### config.mk
export PLATFORM = sky130hd
export DESIGN_NAME = bus_initiator_subsystem
export DESIGN_NICKNAME = d
export VERILOG_FILES = /design/src/rtl/bus_initiator_subsystem.sv
export SDC_FILE = /design/constraint.sdc
export NUM_CORES = 1
export LEC_CHECK = 0
export BUFFER_PORTS_ARGS = -buffer_cell sky130_fd_sc_hd__buf_2
export CAP_MARGIN = 20
export CORE_MARGIN = 1.5
export CORE_UTILIZATION = 35
export CTS_BUF_LIST = sky130_fd_sc_hd__clkbuf_4
export DETAILED_ROUTE_END_ITERATION = 8
export GPL_TIMING_DRIVEN = 1
export PLACE_DENSITY = 0.52
export SLEW_MARGIN = 40
export SYNTH_ARGS = -nofsm -noshare
export SYNTH_HDL_FRONTEND = slang
export SYNTH_SLANG_ARGS = --single-unit
### constraint.sdc
create_clock -name clk -period 2.8 [get_ports clk]
set_input_delay 0.56 -clock clk [delete_from_list [all_inputs] [get_ports clk]]
set_output_delay 0.56 -clock clk [all_outputs]
set_load 0.01 [all_outputs]
### src/rtl/bus_initiator_subsystem.sv
// Initiator-side slice of the serial bus: one initiator port that serializes
// address/write data and collects read data, the three-way bus arbiter, and
// the address decoder that snoops the serial address stream.
module bus_initiator_subsystem (
    input  logic        clk,
    input  logic        rst_n,
    input  logic        init_req,
    input  logic [15:0] init_addr_out,
    input  logic        init_addr_out_valid,
    input  logic [7:0]  init_data_out,
    input  logic        init_data_out_valid,
    input  logic        init_rw,
    input  logic        init_ready,
    input  logic        target_split,
    input  logic        target_ack,
    input  logic        bus_data_in,
    input  logic        bus_data_in_valid,
    input  logic        req_i_2,
    input  logic        req_split,
    input  logic        split,
    output logic        bus_data_out,
    output logic        bus_data_out_valid,
    output logic        bus_mode,
    output logic        init_grant,
    output logic [7:0]  init_data_in,
    output logic        init_data_in_valid,
    output logic        init_ack,
    output logic        bus_init_rw,
    output logic        bus_init_ready,
    output logic        init_split_ack,
    output logic        grant_i_2,
    output logic        grant_split,
    output logic        target_1_valid,
    output logic        target_2_valid,
    output logic        target_3_valid,
    output logic [1:0]  sel
);

    typedef enum logic [2:0] {
        S_IDLE, S_REQ, S_ADDR, S_WDATA, S_RWAIT, S_SPLIT, S_DONE
    } state_t;

    state_t      state;
    logic [15:0] addr_q;
    logic [7:0]  wdata_q;
    logic [6:0]  rdata_q;     // first seven read bits; the eighth goes straight out
    logic [3:0]  cnt;
    logic        acked;
    logic        arbiter_req;
    logic        grant_i_1;
    logic        arb_hold;
    logic        arb_busy;
    logic [2:0]  dec_tail;    // last three address bits seen, enough to form addr[15:12]
    logic [3:0]  dec_cnt;
    logic        unused;

    // A split resume carries no information once the port is already collecting.
    assign unused = target_ack;

    // Port FSM: latch request, wait for grant, stream address/data, collect read data.
    always_ff @(posedge clk or negedge rst_n) begin
        if (!rst_n) begin
            state              <= S_IDLE;
            addr_q             <= '0;
            wdata_q            <= '0;
            rdata_q            <= '0;
            cnt                <= '0;
            acked              <= 1'b0;
            arbiter_req        <= 1'b0;
            bus_data_out       <= 1'b0;
            bus_data_out_valid <= 1'b0;
            bus_mode           <= 1'b0;
            init_grant         <= 1'b0;
            init_data_in       <= '0;
            init_data_in_valid <= 1'b0;
            init_ack           <= 1'b0;
            bus_init_rw        <= 1'b0;
            bus_init_ready     <= 1'b0;
            init_split_ack     <= 1'b0;
        end else begin
            init_ack           <= 1'b0;
            init_data_in_valid <= 1'b0;
            init_split_ack     <= 1'b0;
            bus_init_ready     <= init_ready;
            init_grant         <= grant_i_1;
            case (state)
                S_IDLE: begin
                    acked <= 1'b0;
                    if (init_addr_out_valid) addr_q  <= init_addr_out;
                    if (init_data_out_valid) wdata_q <= init_data_out;
                    if (init_req) begin
                        arbiter_req <= 1'b1;
                        state       <= S_REQ;
                    end
                end
                S_REQ: if (grant_i_1) begin
                    // Bit 0 goes out on the grant edge so the stream starts one cycle after grant.
                    bus_init_rw        <= init_rw;
                    bus_data_out       <= addr_q[0];
                    bus_data_out_valid <= 1'b1;
                    bus_mode           <= 1'b1;
                    cnt                <= 4'd1;
                    state              <= S_ADDR;
                end
                S_ADDR: begin
                    bus_data_out <= addr_q[cnt];
                    cnt          <= cnt + 4'd1;
                    if (cnt == 4'd15)
                        state <= bus_init_rw ? S_WDATA : S_RWAIT;
                end
                S_WDATA: begin
                    bus_data_out <= wdata_q[cnt[2:0]];
                    bus_mode     <= 1'b0;
                    if (cnt == 4'd7) begin
                        cnt   <= '0;
                        state <= S_DONE;
                    end else begin
                        cnt <= cnt + 4'd1;
                    end
                end
                S_RWAIT, S_SPLIT: begin
                    bus_data_out       <= 1'b0;
                    bus_data_out_valid <= 1'b0;
                    bus_mode           <= 1'b0;
                    if (bus_data_in_valid) begin
                        rdata_q <= {bus_data_in, rdata_q[6:1]};
                        if (cnt == 4'd7) begin
                            init_data_in       <= {bus_data_in, rdata_q};
                            init_data_in_valid <= 1'b1;
                            cnt                <= '0;
                            state              <= S_DONE;
                        end else begin
                            cnt <= cnt + 4'd1;
                        end
                    end
                    // Completing the read wins over a split arriving on the same cycle.
                    if (state == S_RWAIT && target_split && !(bus_data_in_valid && cnt == 4'd7)) begin
                        init_split_ack <= 1'b1;
                        arbiter_req    <= 1'b0;
                        state          <= S_SPLIT;
                    end
                end
                S_DONE: begin
                    bus_data_out       <= 1'b0;
                    bus_data_out_valid <= 1'b0;
                    bus_mode           <= 1'b0;
                    if (!acked) begin
                        init_ack <= 1'b1;
                        acked    <= 1'b1;
                    end else if (!init_req) begin
                        arbiter_req <= 1'b0;
                        state       <= S_IDLE;
                    end
                end
                default: state <= S_IDLE;
            endcase
        end
    end

    assign arb_hold = (grant_split && req_split) || (grant_i_1 && arbiter_req) || (grant_i_2 && req_i_2);
    assign arb_busy = grant_split || grant_i_1 || grant_i_2;

    // Arbiter: fixed priority, no preemption, one idle cycle between owners.
    always_ff @(posedge clk or negedge rst_n) begin
        if (!rst_n) begin
            grant_split <= 1'b0;
            grant_i_1   <= 1'b0;
            grant_i_2   <= 1'b0;
        end else if (arb_busy && !arb_hold) begin
            grant_split <= 1'b0;
            grant_i_1   <= 1'b0;
            grant_i_2   <= 1'b0;
        end else if (!arb_busy) begin
            grant_split <= req_split;
            grant_i_1   <= !req_split && arbiter_req;
            grant_i_2   <= !req_split && !arbiter_req && req_i_2;
        end
    end

    // Decoder: snoop address bits, decode the top nibble on the 16th bit.
    always_ff @(posedge clk or negedge rst_n) begin
        if (!rst_n) begin
            dec_tail       <= '0;
            dec_cnt        <= '0;
            sel            <= 2'b11;
            target_1_valid <= 1'b0;
            target_2_valid <= 1'b0;
            target_3_valid <= 1'b0;
        end else if (!split && bus_data_out_valid && bus_mode) begin
            dec_tail <= {bus_data_out, dec_tail[2:1]};
            dec_cnt  <= dec_cnt + 4'd1;
            if (dec_cnt == 4'd0) begin
                sel            <= 2'b11;
                target_1_valid <= 1'b0;
                target_2_valid <= 1'b0;
                target_3_valid <= 1'b0;
            end
            if (dec_cnt == 4'd15) begin
                case ({bus_data_out, dec_tail})
                    4'h0:    begin sel <= 2'b00; target_1_valid <= 1'b1; end
                    4'h4:    begin sel <= 2'b01; target_2_valid <= 1'b1; end
                    4'h8:    begin sel <= 2'b10; target_3_valid <= 1'b1; end
                    default: sel <= 2'b11;
                endcase
            end
        end
    end

endmodule

-- Yosys cells after proc, flatten, opt, wreduce, memory -nomap -nowiden
Index checks and enable logic that the tools add are counted.
- bits of input ports: 38
- logic and storage cells: 150
- register bits: 72
- eq/ne operators: 20
- magnitude comparators: 2
- add/sub/neg operators: 2
- muxes and demuxes: 54
- reduce and logical (&&, ||, !) cells: 46
- operators with widths (cell ; number):
    $mux 1 ; 30
    $mux 3 ; 9
    $pmux 3 s6 ; 1
    $pmux 4 s4 ; 1
    $reduce_and 2->1 ; 8
    $ne 2x2->1 const B ; 7
    $eq 4x4->1 const B ; 3
    $logic_and 1x1->1 ; 12
    $mux 4 ; 3
    $eq 3x3->1 const B ; 3
    $add 4x1->4 const B ; 2
    $eq 4x3->1 const B ; 2
    $logic_not 4->1 ; 2
    $reduce_bool 2->1 ; 4
    $reduce_bool 4->1 ; 2
    $eq 3x2->1 const B ; 2
    $pmux 1 s2 ; 3
    $pmux 2 s3 ; 1
    $reduce_and 3->1 ; 2
    $reduce_and 6->1 ; 1
    $logic_not 1->1 ; 5
    $lt 4x5->1 const B ; 1
    $reduce_and 5->1 ; 1
    $bmux 1 s4 ; 1
    14 further kinds ; 18

-- Depth between registers and ports, before layout
Gate-level depths: netlist of run 1.
- depth after elaboration: 6
- depth in mapped cells: 7
- gate-level depth less buffers: 6

-- Least setup slack after synthesis of run 1
No wires, ideal clock.
- kind: register to register
- from: register cnt[0]
- to: register cnt[3]
- data arrival time: 1.549 ns
- setup time: 0.090 ns
- clock period less this slack: 1.639 ns
- setup slack: 1.161 ns
- stages on the path, launching flop included: 7
- data required time: 2.710 ns
- cell sequence: dfrtp_1 ha_1 and3b_1 nand2_1 a31oi_1 or4_1 o221ai_1
- word-level cells in the longest chain between the ends: 4
- ends and longest elaborated chain (what ; line ; RTL):
    from (decl) ; 47 ; logic [3:0] cnt;
    from (signal assigned) ; 107 ; cnt <= cnt + 4'd1;
    from (signal assigned) ; 118 ; cnt <= cnt + 4'd1;
    from (signal assigned) ; 133 ; cnt <= cnt + 4'd1;
    $add 4x1->4 or $eq 4x3->1 (tied branches) ; n/a ;
    $mux 4 ; 114, 127 ;
    $mux 4 ; 125 ; if (bus_data_in_valid) begin
    $pmux 4 s4 (*) ; 86 ; case (state)
Mark *: on every way between the ends. The rest lies on a longest branch, timed or not. The select of a mux whose other input is x is not followed.
A chain may end at the register's enable or synchronous reset.

-- Worst setup path after layout of run 1
- from: register cnt[1]
- to: register init_data_in[5]
- word-level cells in the longest chain between the ends: 2
- ends and longest elaborated chain (what ; line ; RTL):
    $eq 4x3->1 ; 127 ; if (cnt == 4'd7) begin
    $reduce_and 3->1 (no line) ; n/a ;
    to (signal assigned) ; 128 ; init_data_in <= {bus_data_in, rdata_q};
    to (decl) ; 25 ; output logic [7:0] init_data_in,
No other way between the ends.

==> out/metrics.cfg, run 1 <==
[run_status]
outcome = complete, no violations

[clock_tree]
cts_tree = yes
clk_pin_slew_worst_paths_ps = 120
clock-root-buffer = clkbuf_4
cts_max_level = 3
post_cts_buffers = 0
cts_max_path_buffers = 2
cts_buffers = 9
cts_resized = 0
postCtsHoldBufs = 0
numClockSinks = 72
worstSkewPairLatency_ps = 410

[place]
dpl.hpwl_um = 4558
place_area_um2 = 3779
dp_slack_ps = 656.8
port_buffers = 60
gp_congestion = 0.7999
dpl.cell_count = 462

[power_and_ir_drop]
finalPower_mw = 3.854
pwr-share-seq_pct = 48.1
irDropWorstVdd_v = 0.0004573
p_leak_nw = 1.813
power.internal_mw = 2.416
power_frac_comb_pct = 37.3
netSwitchingFraction_pct = 37.32
switching_power_mw = 1.438
clockPowerShare_pct = 14.6
p_per_area_nw_per_um2 = 989.5

[synth]
synth_seq_cells = 72
synth_cell_types = 48
ys_async_sr_fraction_pct = 100.0
synth-main-ff-cell = dfrtp_1
synth_edf_count = 0
synth_seq_area_share_pct = 53.83
syn_avg_cell_area_um2 = 11.84
netlist_area_um2 = 3352
netlist_instances = 283
syn_nets = 324
yosys_warnings = 0

[drt]
route.detailed.drc = 0
drt-pass1-iter-count = 4
viasPerCell = 4.910
drtAntennaViolNets = 0
wirelength_um = 6392
wl_per_cell_um = 13.37
drtIter0Drc = 106
vias = 2347

[sta]
finalCriticalPeriod_ps = 2120
clock_skew_ps = 13.72
hold_viol = 0
tightest_slew_ps = 721.3
setup-violations-final = 0
grt_setup_unrepaired = false
setup_ws_ps = 679.6
fin_crit_sh_pct = 75.73
max_freq_mhz = 471.6
whs_ps = 115.7
slew_headroom_pct = 51.91
drv_slew = 0
finalSetupTns_ps = 0

[global_route]
grt_pass1_wl_um = 10850
grt_overflow = 0
grt_pass1_vias = 2278
antenna_found_initial = 0
grt_max_degree = 52
grt_use_total_pct = 13.79

[floorplan]
start_util_pct = 36.11
die_area_um2 = 10170
pin_count = 62
row_count = 35
die_y_um = 100.9
die_w_um = 100.9
core_um2 = 9284

[finish]
final_nets = 385
fin_cells = 478
drive_gt1_share_pct = 40.11
antenna-diode-count = 0
stdcell_area_um2 = 3895
multi_input_area_um2 = 1436
syn_to_final_growth_pct = 16.20
nFillCells = 955
final_util_pct = 41.95
seqCellArea_um2 = 1805

[min_path]
hold_class = in -> async

[worst_setup_path]
criticalPathCategory = reg -> reg
worstPathMaxFanout = 10
start_kind = flip-flop
worstPathRequired_ps = 3110
end_kind = flip-flop
critPathArrivalTime_ps = 2430
reg2reg_setup_slack_ps = 680

[run]
maxCapViolations = 0

## flip-flops by register name, indices dropped and copies added, names as in the netlist, 2 cells and up
register      count
addr_q           16
init_data_in      8
wdata_q           8
rdata_q           7
cnt               4
dec_cnt           4
dec_tail          3
state             3
sel               2
## layout make-up
cell class / count / area share (%)
clock buffers: 9 / 1.735
flip-flops and latches: 72 / 46.35
well taps: 129 / 4.144
clock inverters: 7 / 1.221
inverters: 9 / 0.8673
multi-input cells: 188 / 36.88
repair buffers: 64 / 8.802
## per-layer routing
metal	vias up	global-route usage [%]	wire length, µm
met5	-	0	0
met4	0	4.117	24
met3	2	5.132	330
met2	58	22.45	3154
met1	1143	17.10	2882
li1	1144	-	-
## worst max-delay path, stage by stage, from the launching register on
cell      delay [ps]
dfrtp_1          640
ha_1             320
nand3b_1         200
nor2_2           460
mux2_2           390
## power by group through the flow
stage / Sequential, mW / Clock (mW) / Combinational (mW)
floorplan: 1.71 / 0 / 1.25
global placement: 1.87 / 0 / 1.44
detailed placement: 1.88 / 0 / 1.46
CTS: 1.86 / 0.607 / 1.47
global route: 1.94 / 0.641 / 1.63
finish: 1.85 / 0.562 / 1.44
## path summary, 6_finish.rpt
path,from,to,cells after the start
setup / recovery,cnt[1],init_data_in[5],4
hold / removal,rst_n,bus_init_rw,1
setup reg to reg,cnt[1],init_data_in[5],4
hold reg to reg,dec_tail[0],dec_tail[0],2
max in group asynchronous,rst_n,sel[1],2
min in group clk,init_ready,bus_init_ready,1
## cells by family (layout without fill, tap and decap cells)
logic type / Yosys count / count (layout) / synth area share (%)
AO/OA/AOI/OAI: 42 / 42 / 9.145
XOR/XNOR: 4 / 4 / 1.045
adder cells (fa/ha/maj): 3 / 3 / 1.120
buffers and inverters: 23 / 89 / 3.322
flip-flops: 72 / 72 / 53.83
multiplexers: 52 / 52 / 19.00
AND/OR/NAND/NOR: 87 / 87 / 12.54
## cells in the mapped netlist (4+ instances only)
| cell | instances | share of area (%) |
|---|---|---|
| inv_1 | 7 | 0.78 |
| buf_2 | 8 | 1.2 |
| nand4_1 | 4 | 0.75 |
| a21oi_1 | 5 | 0.75 |
| nor2_1 | 19 | 2.1 |
| o21ai_0 | 15 | 2.2 |
| a22o_1 | 7 | 1.8 |
| dfrtp_1 | 70 | 52 |
| nand3_1 | 8 | 1.2 |
| mux4_2 | 5 | 3.4 |
| mux2i_1 | 4 | 1.2 |
| mux2_2 | 43 | 14 |
| nand2_1 | 36 | 4.0 |
## layout by cell type, fill, tap and decap left out, drive strengths merged, types with 7 or more instances in the layout
cell type	instances
nand2	36
mux2	43
o21ai	16
dfrtp	70
buf	64
clkbuf	9
inv	10
nor2	20
a22o	7
nand3	8
No activity file was read; power rests on OpenSTA's default activity.
==> run 2: changes to the inputs <==
Clock period 2.8 ns to 1.97 ns, I/O delays scaled along.
==> run 2 against run 1 <==
  * First-iteration DRC count fell by 9.4%
  * Final area rose by 4.4%
  * Worst setup slack got worse by 490 ps
  * Critical path depth rose by 2
  * Combinational power rose by 58%
  * Via count rose by 2.3%
  * Utilization rose by 1.9 points
  * Final cell count rose by 2.5%
  * Register-to-register slack got worse by 490 ps
==> out/metrics.cfg, run 2 (synthesized netlist as in run 1, its figures left out) <==
[finish]
top_register = addr_q
drive_gt1_share_pct = 42.11  ; +2.0 points
layout_common_cells = dfrtp_1, buf_2, mux2_2
nFillCells = 934  ; -2.2%
largest_register_ffs = 16  ; unchanged
final_nets = 397  ; +3.1%
stdcell_area_um2 = 4068  ; +4.4%
antenna-diode-count = 0  ; unchanged
syn_to_final_growth_pct = 21.35
final_common_cell = dfrtp_1
reg.largest.list = addr_q x16, init_data_in x8, wdata_q x8

[worst_setup_path]
crit_start = cnt[0]
criticalPathCategory = reg -> reg
reg2reg_from = cnt[0]
end_kind = flip-flop
critPathArrivalTime_ps = 2100  ; -330 ps
worstPathRequired_ps = 2290  ; -820 ps
reg2reg_setup_slack_ps = 190  ; -490 ps
worstPathMaxFanout = 5  ; -5
start_kind = flip-flop

[global_route]
gr-usage-met2_pct = 24.27  ; +1.8 points
met3_usage_pct = 4.369  ; -0.76 points
grt_use_total_pct = 14.51  ; +0.72 points
grt_pass1_vias = 2427  ; +6.5%
grt_pass1_wl_um = 11460  ; +5.7%
grt_overflow = 0  ; unchanged
grt_max_degree = 24  ; -54%
grt_busiest_layer = met2
antenna_found_initial = 0  ; unchanged
use_met1_pct = 18.14  ; +1.0 points

[clock_tree]
clk_pin_slew_worst_paths_ps = 130  ; about the same
numClockSinks = 72  ; unchanged
cts_tree = yes
cts_max_level = 3  ; unchanged
cts_buffers = 9  ; unchanged
cts_max_path_buffers = 2  ; unchanged
worstSkewPairLatency_ps = 410  ; about the same
clock-root-buffer = clkbuf_4

[power_and_ir_drop]
switching_power_mw = 2.114  ; +47%
p_per_area_nw_per_um2 = 1453  ; +47%
power.internal_mw = 3.795  ; +57%
p_leak_nw = 1.901  ; +4.9%
irDropWorstVdd_v = 0.0005469  ; +20%
power_frac_comb_pct = 38.5  ; +1.2 points
clockPowerShare_pct = 18.6  ; +4.0 points
netSwitchingFraction_pct = 35.77  ; -1.5 points
pwr-share-seq_pct = 42.9  ; -5.2 points

[sta]
finalCriticalPeriod_ps = 1777  ; -343.2 ps
finalSetupTns_ps = 0  ; unchanged
slew_headroom_pct = 64.29  ; +12 points
max_freq_mhz = 562.7  ; +19%
clock_skew_ps = 18.24  ; +4.525 ps
setup-violations-final = 0  ; unchanged
hold_viol = 0  ; unchanged
grt_setup_unrepaired = false
tightest_slew_ps = 535.6  ; -185.7 ps
drv_slew = 0  ; unchanged
fin_crit_sh_pct = 90.21  ; +14 points

[drt]
drtIter0Drc = 96  ; -9.4%
drtAntennaViolNets = 0  ; unchanged
drt-pass1-iter-count = 4  ; unchanged
wl_per_cell_um = 13.50  ; +0.94%
viasPerCell = 4.900  ; -0.20%
route.detailed.drc = 0  ; unchanged
vias = 2401  ; +2.3%
wirelength_um = 6614  ; +3.5%

[run]
maxCapViolations = 0  ; unchanged

[place]
port_buffers = 60  ; unchanged
place_area_um2 = 3886  ; +2.8%
gp_congestion = 0.7938  ; -0.76%
dpl.hpwl_um = 4899  ; +7.5%

[floorplan]
die_y_um = 100.9  ; unchanged
die_w_um = 100.9  ; unchanged
start_util_pct = 36.11  ; unchanged
core_um2 = 9284  ; unchanged
row_count = 35  ; unchanged
die_area_um2 = 10170  ; unchanged
pin_count = 62  ; unchanged

[min_path]
min_from = init_ready
hold_class = in -> reg

[run_status]
outcome = complete, no violations

[run 2: cell types whose count changed in the layout (fill, tap and decap cells not counted), moves of 2 or more]
cell	previous run	this run
bufinv_16	0	2
clkinv_2	3	0
inv_6	1	3
buf_12	1	3
buf_4	3	12
[run 2: timing repair]
action                                 4_1_cts  5_1_grt
resized for setup                            0        2
hold buffers                                 1        0
endpoints found under the hold margin       17        0
buffers inserted                             0        0
setup endpoints to repair                    0        9
[run 2: power groups by stage]
stage | logic (mW) | clock network (mW) | registers [mW]
2_1_floorplan | 1.77 | 0 | 2.43
3_3_place_gp | 2.26 | 0 | 2.56
3_5_place_dp | 2.30 | 0 | 2.59
4_1_cts | 2.30 | 1.16 | 2.55
5_1_grt | 2.55 | 1.21 | 2.65
6_report | 2.27 | 1.10 | 2.54
[run 2: layout make-up]
| class | count | area, µm² | share of cell area [%] |
|---|---|---|---|
| Sequential cell | 72 | 1805 | 44.39 |
| Multi-Input combinational cell | 188 | 1438 | 35.34 |
| Timing Repair Buffer | 76 | 460.4 | 11.32 |
| Tap cell | 129 | 161.4 | 3.968 |
| Clock inverter | 7 | 101.3 | 2.492 |
| Clock buffer | 9 | 67.56 | 1.661 |
| Inverter | 9 | 33.78 | 0.8305 |
[run 2: stage by stage]
stage	worst slack (ps)	hold slack (ps)	cells	total power, mW	utilization (%)
global placement	122.9	414.9	473	4.821	41.86
floorplan	330.9	98.41	283	4.201	-
CTS	84.07	44.76	490	6.011	43.79
finish	192.9	86.41	490	5.909	43.81
detailed placement	112.3	407.7	473	4.884	41.86
global route	39.57	40.15	490	6.414	43.81
[run 2: path summary, 6_finish.rpt]
check,endpoint,cells past startpoint
hold / removal,bus_init_ready,1
max in group asynchronous,init_data_in[7],3
setup / recovery,cnt[3],6
hold reg to reg,init_ack,1
min in group asynchronous,target_1_valid,2
setup reg to reg,cnt[3],6
[run 2: worst max-delay path: stages, from the launching register on]
cell	delay, ps
dfrtp_1	400
ha_1	250
and3b_1	240
nand2_1	100
a31oi_1	140
or4_1	490
o221ai_1	80
[run 2: layer usage]
metal | wire [µm] | up-vias
li1 | - | 1163
met1 | 3074 | 1172
met2 | 3170 | 57
met3 | 284 | 9
met4 | 85 | 0
met5 | 0 | -
